[src/rtl/addr_decoder_n_if.sv]
// Bus bundle for addr_decoder_n: master selection, addressing, serial data and slave handshakes.
// The master modport drives the bus (masters and slaves); the slave modport is the decoder side.
interface addr_decoder_n_if #(
  parameter int NUM_SLAVES  = 3,
  parameter int NUM_MASTERS = 2,
  parameter int ADDR_W      = 14
);
  localparam int MS_W = (NUM_MASTERS > 1) ? $clog2(NUM_MASTERS) : 1;

  logic [NUM_MASTERS-1:0] m_tx;
  logic [MS_W-1:0]        m_sel;
  logic [ADDR_W-1:0]      addr;
  logic                   addr_rdy;
  logic [NUM_SLAVES-1:0]  s_tx;
  logic [NUM_SLAVES-1:0]  s_split;
  logic [NUM_SLAVES-1:0]  s_rx;
  logic                   slv_ready;
  logic                   err;
  logic [NUM_SLAVES-1:0]  split_pending;

  modport master (
    output m_tx, m_sel, addr, addr_rdy, s_tx, s_split,
    input  s_rx, slv_ready, err, split_pending
  );

  modport slave (
    input  m_tx, m_sel, addr, addr_rdy, s_tx, s_split,
    output s_rx, slv_ready, err, split_pending
  );
endinterface

[src/rtl/addr_decoder_n.sv]
// Address decoder / serial forwarder: selects a slave from the top address bits, waits for its
// acknowledge (or split), then forwards DATA_BITS serial bits from the latched master.
module addr_decoder_n #(
  parameter int                    NUM_SLAVES  = 3,
  parameter int                    NUM_MASTERS = 2,
  parameter int                    ADDR_W      = 14,
  parameter int                    DATA_BITS   = 8,
  parameter int                    TIMEOUT     = 16,
  parameter logic [NUM_SLAVES-1:0] SPLIT_EN    = 'b001
) (
  input logic             clk,
  input logic             rst,
  addr_decoder_n_if.slave bus
);
  localparam int SEL_W   = (NUM_SLAVES > 1) ? $clog2(NUM_SLAVES) : 1;
  localparam int MS_W    = (NUM_MASTERS > 1) ? $clog2(NUM_MASTERS) : 1;
  localparam int CNT_MAX = (TIMEOUT > DATA_BITS) ? TIMEOUT : DATA_BITS;
  localparam int CNT_W   = $clog2(CNT_MAX + 1);

  localparam logic [NUM_SLAVES-1:0]  ONE_S  = NUM_SLAVES'(1);
  localparam logic [NUM_MASTERS-1:0] ONE_M  = NUM_MASTERS'(1);
  localparam logic [SEL_W:0]         NS_LIM = (SEL_W+1)'(NUM_SLAVES);
  localparam logic [MS_W:0]          NM_LIM = (MS_W+1)'(NUM_MASTERS);
  localparam logic [CNT_W-1:0]       T_LAST = CNT_W'(TIMEOUT - 1);
  localparam logic [CNT_W-1:0]       B_LAST = CNT_W'(DATA_BITS);

  typedef enum logic [2:0] {
    S_IDLE, S_REQ, S_WAIT, S_SPLIT, S_GRANTED, S_DATA, S_ERR
  } state_t;

  state_t                state_q, state_d;
  logic [SEL_W-1:0]      sel_q, sel_d;
  logic [MS_W-1:0]       msel_q, msel_d;
  logic                  msel_ok_q, msel_ok_d;
  logic [CNT_W-1:0]      cnt_q, cnt_d;
  logic [NUM_SLAVES-1:0] s_rx_q, s_rx_d;
  logic                  rdy_q, rdy_d;
  logic                  err_q, err_d;
  logic [NUM_SLAVES-1:0] pend_q, pend_d;

  logic [NUM_SLAVES-1:0] sel_oh;
  logic                  sel_ok, ack, split_req, m_bit;
  logic                  found;
  logic [SEL_W-1:0]      res_idx;

  // Only the top SEL_W address bits select a slave; the rest are don't-care.
  logic unused_addr;
  assign unused_addr = ^bus.addr[ADDR_W-SEL_W-1:0];

  // One-hot masks avoid out-of-range indexing when sel or m_sel exceeds the populated count.
  assign sel_oh    = ONE_S << sel_q;
  assign sel_ok    = {1'b0, sel_q} < NS_LIM;
  assign ack       = |(~bus.s_tx & sel_oh);
  assign split_req = |(bus.s_split & SPLIT_EN & sel_oh);
  assign m_bit     = msel_ok_q ? |(bus.m_tx & (ONE_M << msel_q)) : 1'b1;

  always_comb begin
    found   = 1'b0;
    res_idx = '0;
    for (int unsigned i = 0; i < NUM_SLAVES; i++) begin
      if (!found && pend_q[i] && !bus.s_tx[i]) begin
        found   = 1'b1;
        res_idx = SEL_W'(i);
      end
    end
  end

  always_comb begin
    state_d   = state_q;
    sel_d     = sel_q;
    msel_d    = msel_q;
    msel_ok_d = msel_ok_q;
    cnt_d     = cnt_q;
    s_rx_d    = s_rx_q;
    rdy_d     = rdy_q;
    pend_d    = pend_q;
    case (state_q)
      S_IDLE: begin
        rdy_d = 1'b0;
        cnt_d = '0;
        if (bus.addr_rdy) begin
          sel_d   = bus.addr[ADDR_W-1 -: SEL_W];
          state_d = S_REQ;
        end else if (found) begin
          sel_d   = res_idx;
          rdy_d   = 1'b1;
          state_d = S_GRANTED;
        end
      end
      S_REQ: begin
        if (!sel_ok) begin
          state_d = S_ERR;
        end else begin
          s_rx_d  = s_rx_q & ~sel_oh;
          cnt_d   = '0;
          state_d = S_WAIT;
        end
      end
      S_WAIT: begin
        if (ack) begin
          s_rx_d  = '1;
          rdy_d   = 1'b1;
          state_d = S_GRANTED;
        end else if (split_req) begin
          state_d = S_SPLIT;
        end else begin
          cnt_d = cnt_q + CNT_W'(1);
          if (cnt_q == T_LAST) state_d = S_ERR;
        end
      end
      S_SPLIT: begin
        pend_d  = pend_q | sel_oh;
        s_rx_d  = s_rx_q | sel_oh;
        rdy_d   = 1'b0;
        state_d = S_IDLE;
      end
      S_GRANTED: begin
        msel_d    = bus.m_sel;
        msel_ok_d = {1'b0, bus.m_sel} < NM_LIM;
        pend_d    = pend_q & ~sel_oh;
        cnt_d     = '0;
        state_d   = S_DATA;
      end
      S_DATA: begin
        if (cnt_q == B_LAST) begin
          s_rx_d  = '1;
          rdy_d   = 1'b0;
          cnt_d   = '0;
          state_d = S_IDLE;
        end else begin
          s_rx_d = m_bit ? '1 : ~sel_oh;
          cnt_d  = cnt_q + CNT_W'(1);
        end
      end
      S_ERR: begin
        s_rx_d  = '1;
        rdy_d   = 1'b0;
        state_d = S_IDLE;
      end
      default: state_d = S_IDLE;
    endcase
    err_d = (state_d == S_ERR);
  end

  always_ff @(posedge clk or posedge rst) begin
    if (rst) begin
      state_q   <= S_IDLE;
      sel_q     <= '0;
      msel_q    <= '0;
      msel_ok_q <= 1'b0;
      cnt_q     <= '0;
      s_rx_q    <= '1;
      rdy_q     <= 1'b0;
      err_q     <= 1'b0;
      pend_q    <= '0;
    end else begin
      state_q   <= state_d;
      sel_q     <= sel_d;
      msel_q    <= msel_d;
      msel_ok_q <= msel_ok_d;
      cnt_q     <= cnt_d;
      s_rx_q    <= s_rx_d;
      rdy_q     <= rdy_d;
      err_q     <= err_d;
      pend_q    <= pend_d;
    end
  end

  assign bus.s_rx          = s_rx_q;
  assign bus.slv_ready     = rdy_q;
  assign bus.err           = err_q;
  assign bus.split_pending = pend_q;
endmodule

[src/flat_wrapper.sv]
// flat-port wrapper written by rule: the top's interface ports become plain ports
module addr_decoder_n_flat 
#(
  parameter int                    NUM_SLAVES  = 3,
  parameter int                    NUM_MASTERS = 2,
  parameter int                    ADDR_W      = 14,
  parameter int                    DATA_BITS   = 8,
  parameter int                    TIMEOUT     = 16,
  parameter logic [NUM_SLAVES-1:0] SPLIT_EN    = 'b001
)
  (clk, rst, bus_m_tx, bus_m_sel, bus_addr, bus_addr_rdy, bus_s_tx, bus_s_split, bus_s_rx, bus_slv_ready, bus_err, bus_split_pending);
  addr_decoder_n_if #(.NUM_SLAVES(NUM_SLAVES), .NUM_MASTERS(NUM_MASTERS), .ADDR_W(ADDR_W)) bus_i ();
  input logic clk;
  input logic rst;
  input wire logic [$bits(bus_i.m_tx)-1:0] bus_m_tx;
  input wire logic [$bits(bus_i.m_sel)-1:0] bus_m_sel;
  input wire logic [$bits(bus_i.addr)-1:0] bus_addr;
  input wire logic [$bits(bus_i.addr_rdy)-1:0] bus_addr_rdy;
  input wire logic [$bits(bus_i.s_tx)-1:0] bus_s_tx;
  input wire logic [$bits(bus_i.s_split)-1:0] bus_s_split;
  output wire logic [$bits(bus_i.s_rx)-1:0] bus_s_rx;
  output wire logic [$bits(bus_i.slv_ready)-1:0] bus_slv_ready;
  output wire logic [$bits(bus_i.err)-1:0] bus_err;
  output wire logic [$bits(bus_i.split_pending)-1:0] bus_split_pending;
  assign bus_i.m_tx = bus_m_tx;
  assign bus_i.m_sel = bus_m_sel;
  assign bus_i.addr = bus_addr;
  assign bus_i.addr_rdy = bus_addr_rdy;
  assign bus_i.s_tx = bus_s_tx;
  assign bus_i.s_split = bus_s_split;
  assign bus_s_rx = bus_i.s_rx;
  assign bus_slv_ready = bus_i.slv_ready;
  assign bus_err = bus_i.err;
  assign bus_split_pending = bus_i.split_pending;
  addr_decoder_n #(.NUM_SLAVES(NUM_SLAVES), .NUM_MASTERS(NUM_MASTERS), .ADDR_W(ADDR_W), .DATA_BITS(DATA_BITS), .TIMEOUT(TIMEOUT), .SPLIT_EN(SPLIT_EN)) u_core (.clk(clk), .rst(rst), .bus(bus_i));
endmodule
[config.mk]
export PLATFORM = sky130hd
export DESIGN_NAME = addr_decoder_n_flat
export DESIGN_NICKNAME = d
export VERILOG_FILES = /design/src/rtl/addr_decoder_n_if.sv /design/src/rtl/addr_decoder_n.sv /design/src/flat_wrapper.sv
export SDC_FILE = /design/constraint.sdc
export NUM_CORES = 1
export LEC_CHECK = 0
export CAP_MARGIN = 20
export CORE_AREA = 10 10 65 67
export CTS_CLUSTER_SIZE = 20
export DETAILED_ROUTE_END_ITERATION = 8
export DIE_AREA = 0 0 75 77
export PLACE_DENSITY = 0.72
export SYNTH_ARGS = -nofsm -noshare
export SYNTH_HDL_FRONTEND = slang
export SYNTH_SLANG_ARGS = --single-unit
[constraint.sdc]
create_clock -name clk -period 4.9 [get_ports clk]
set_input_delay 0.49 -clock clk [delete_from_list [all_inputs] [get_ports clk]]
set_output_delay 0.49 -clock clk [all_outputs]
set_load 0.02 [all_outputs]
== After elaboration in Yosys (flattened, before gate mapping) ==
Index checks and enable logic that the tools add are counted.
Widths: inputs -> output; s select.

* Add/sub/neg operators: 1
* Magnitude comparators: 1
* Equal/unequal tests: 14
* Shifts and indexed selects: 2
* Multiplexer cells: 32
* Bitwise operators: 9
* Reductions and logical operators: 25

{| class="wikitable"
|+ Operators with widths
! cell !! count
|-
| $mux 3 || 11
|-
| $pmux 3 s5 || 2
|-
| $mux 5 || 4
|-
| $pmux 5 s4 || 1
|-
| $eq 3x3->1 const B || 4
|-
| $eq 5x4->1 const B || 2
|-
| $and 3x3->3 || 3
|-
| $mux 1 || 9
|-
| $reduce_bool 4->1 || 2
|-
| $eq 3x2->1 const B || 2
|-
| $mux 2 || 3
|-
| $ne 2x1->1 const B || 3
|-
| $not 3->3 || 2
|-
| $or 3x3->3 || 2
|-
| $pmux 3 s2 || 1
|-
| $reduce_and 3->1 || 2
|-
| $reduce_or 2->1 || 3
|-
| $reduce_or 3->1 || 2
|-
| $add 5x1->5 const B || 1
|-
| $logic_and 1x1->1 || 5
|-
| $logic_not 1->1 || 5
|-
| $reduce_bool 5->1 || 1
|-
| $ne 2x2->1 const B || 2
|-
| $pmux 1 s4 || 1
|-
| 10 further kinds || 11
|}

* Register bits: 20
* Word-level logic and storage cells: 93

== Logic depth before layout (Yosys ltp) ==
* Word-level depth: 15
* Mapped depth: 6

== Worst setup path before layout ==
No wires, ideal clock.

* Path kind: input-to-reg
* From: input port bus_s_split[0]
* To: register u_core.cnt_q[0]
* Library setup time: 125 ps
* Data arrival time: 1631 ps
* Data required time: 4775 ps
* Path slack: 3145 ps
* Stages: 4
* Buffers on the path: 0
* Path through: or3b_2 -> o2111a_1 -> o21ai_2 -> mux2_2

* Cells in the longest elaborated chain, start to end: 4

{| class="wikitable"
|+ RTL lines
! what !! RTL line !! text
|-
| from (decl) || flat_wrapper.sv:20 || <nowiki>input wire logic [$bits(bus_i.s_split)-1:0] bus_s_split;</nowiki>
|-
| $and 1x3->3 || addr_decoder_n.sv:54 || <nowiki>assign split_req = |(bus.s_split & SPLIT_EN & sel_oh);</nowiki>
|-
| $reduce_or 3->1 || addr_decoder_n.sv:54 ||
|-
| $ne 2x2->1 (no source line) || - ||
|-
| $reduce_and 4->1 (no source line) || - ||
|-
| to (signal assigned) || addr_decoder_n.sv:161 || <nowiki>cnt_q <= cnt_d;</nowiki>
|-
| to (decl) || addr_decoder_n.sv:35 || <nowiki>logic [CNT_W-1:0] cnt_q, cnt_d;</nowiki>
|}

Every way passes these cells.
A chain may end at the register's enable or synchronous reset.

== Worst setup path in the final report ==
* From: input port bus_s_split[0]
* To: register u_core.cnt_q[4]

Same word-level chain as after synthesis.

==> flow_metrics.py <==
metrics = {
    "run_status": {
        "status": "completed",
    },
    "clock_tree": {
        "cts_sinks": 20,
        "ctsHoldBuffers": 0,
        "clkTransAtPathRegs_ns": 0.11,
        "clock_path_buffers": 2,
        "clkLatencyLatePin_ns": 0.30,
        "post_cts_buffers": 0,
        "numCtsBuffers": 3,
        "cts.root.buffer_cell": "clkbuf_4",
        "cts_tree": "done",
        "postCtsResizedCells": 0,
        "htree_levels": 1,
    },
    "die": {
        "die_area_sq_mm": 0.00578,
        "start_util": 0.428,
        "die_w_microns": 75,
        "die_h_microns": 77,
        "rows": 20,
        "io_pins": 34,
        "core_area_sq_mm": 0.00298,
    },
    "power_and_ir_drop": {
        "total_power_uw": 865,
        "power-per-cell-area_mw_per_mm2": 571,
        "peakVddDrop_uv": 253,
        "leakagePower_uw": 0.000616,
    },
    "setup_path": {
        "r2r_start": "u_core.sel_q[1]$_DFFE_PP0P_",
        "criticalPathCategory": "primary input to flop",
        "r2r_cells": 4,
        "crit_path_end_kind": "flop",
        "start_kind": "primary input",
        "cp.required_ns": 5.10,
        "crit_path_start": "bus_s_split[0]",
        "critPathMaxFanout": 4,
        "arrival_ns": 2.24,
    },
    "place": {
        "io_buffers": 19,
        "hpwl_microns": 2230,
        "place.gp.congestion": 0.893,
        "dp_cells": 184,
    },
    "route": {
        "ant_nets": 0,
        "wire_per_inst_microns": 15.8,
        "vias_per_cell": 5.86,
        "drt_pre_antenna_iters": 6,
        "wl_microns": 2960,
        "vias": 1101,
        "drt_iter0_markers": 92,
        "drc": 0,
    },
    "sta": {
        "finalMaxSlewViolations": 0,
        "skew_ns": 0.00343,
        "setup_tns_ns": 0,
        "setup_viol": 0,
        "period_share": 0.416,
        "min_period_ns": 2.04,
        "fmax_mhz": 491,
        "rsz0062_at_grt": "no",
        "hold_viol_final": 0,
        "max_slew_margin": 0.490,
        "worst_slew_pin_slew_ns": 0.763,
    },
    "synthesis": {
        "yosysUniqueCellTypes": 41,
        "synthFlopType": "dfrtp_1",
        "synth_warnings": 0,
        "ys_ff_latch": 20,
        "synth.avg_cell_area_sq_um": 9.17,
        "ys_seq_area_frac": 0.395,
        "postSynthCellCount": 139,
        "synth_edf_count": 0,
        "synth_fp_nets": 168,
        "netlist_area_sq_mm": 0.00127,
        "synth-async-reset-ratio": 1.00,
    },
    "cells_and_area": {
        "syn_to_final_growth_pct": 18.7,
        "final_cells": 188,
        "antenna_cells": 0,
        "nFillCells": 282,
        "layout-drive-gt1-share": 0.123,
        "final_nets": 185,
    },
    "global_route": {
        "grt_usage": 0.107,
        "overflow": 0,
        "grt_pass1_vias": 1104,
        "antenna_found_initial": 0,
        "grt_first_pass_wirelength_microns": 5100,
        "grt_max_degree": 21,
    },
    "flow_run": {
        "maxCapViolations": 0,
    },
    "min_path": {
        "hold_start": "u_core.msel_ok_q$_DFFE_PP0P_",
        "whs_path_depth": 1,
        "hold_class": "flop to flop",
    },
}
-- per-stage QoR --
step           hold WS, ns  cell area (sq um)  worst slack, ns   util
6_report             0.503               1510             2.86  0.508
2_1_floorplan        0.439               1270             3.14      -
4_1_cts              0.508               1510             2.87  0.508
5_1_grt              0.534               1510             2.80  0.508
3_5_place_dp         0.479               1480             2.54  0.496
3_3_place_gp         0.471               1480             2.55  0.496
-- worst paths after layout --
path | to | slack [ns]
worst max-delay path | u_core.cnt_q[4]$_DFFE_PP0P_ | 2.86
worst min-delay path | u_core.msel_ok_q$_DFFE_PP0P_ | 0.50
worst max register to register | u_core.cnt_q[4]$_DFFE_PP0P_ | 2.90
worst min register to register | u_core.msel_ok_q$_DFFE_PP0P_ | 0.50
max in group asynchronous | u_core.cnt_q[4]$_DFFE_PP0P_ | 3.81
min in group asynchronous | u_core.sel_q[1]$_DFFE_PP0P_ | 0.61
-- cells by family (layout without fill, tap and decap cells) --
group,Yosys count,count (layout),synth area share
and+or+nand+nor,41,41,0.195
muxes,8,8,0.0667
AOI/OAI and AO/OA,52,52,0.267
adders and majority gates,3,3,0.0294
buffers and inverters,15,31,0.0461
DFF,20,20,0.395
-- per-layer routing --
layer | wire length, microns | vias to the layer above | GRT usage
li1 | - | 541 | -
met1 | 1380 | 513 | 0.142
met2 | 1310 | 42 | 0.160
met3 | 240 | 5 | 0.0296
met4 | 40 | 0 | 0.0360
met5 | 0 | - | 0
-- power breakdown --
part | internal (uW) | switching [uW] | total (uW)
logic | 203 | 239 | 442
clock network | 45.4 | 50.6 | 96.0
registers | 228 | 98.3 | 326
total | 476 | 388 | 865
-- cells in the mapped netlist (2+ instances only) --
cell | n | area, sq um
a21oi_1 | 14 | 70.1
a22oi_1 | 4 | 30.0
a31oi_1 | 2 | 12.5
and3_2 | 2 | 15.0
buf_2 | 2 | 10.0
clkbuf_1 | 5 | 18.8
dfrtp_1 | 17 | 425
dfstp_2 | 3 | 78.8
ha_1 | 3 | 37.5
inv_1 | 8 | 30.0
mux2_2 | 4 | 45.0
mux2i_1 | 4 | 40.0
nand2_1 | 4 | 15.0
nand2b_1 | 11 | 68.8
nand3_1 | 2 | 10.0
nor2_1 | 10 | 37.5
o211ai_1 | 2 | 15.0
o21ai_0 | 12 | 60.1
o21ai_1 | 3 | 15.0
o221ai_1 | 2 | 17.5
o31ai_1 | 3 | 22.5
or2_2 | 2 | 12.5
or3b_1 | 2 | 17.5
-- layout make-up --
type | count | area [sq um] | share of cell area
inverter | 8 | 30.0 | 0.0198
clock buffer | 4 | 36.3 | 0.0240
tap | 33 | 41.3 | 0.0273
multi-input combinational | 104 | 712 | 0.470
timing repair buffer | 19 | 190 | 0.126
sequential | 20 | 504 | 0.333
-- critical path: stages --
cell and delay [ns]:
clkdlybuf4s50_1 0.47, or3b_2 0.48, o2111a_1 0.19, o21ai_2 0.24, mux2_2 0.37
-- layout by cell type (no fill, tap or decap), drive strengths merged, types with 8 or more instances in the layout --
cell type | synthesis | layout
nor2 | 10 | 10
inv | 8 | 8
nand2b | 11 | 11
a21oi | 14 | 14
o21ai | 16 | 16
clkdlybuf4s50 | 0 | 19
dfrtp | 17 | 17
(Power assumes the default switching activity.)
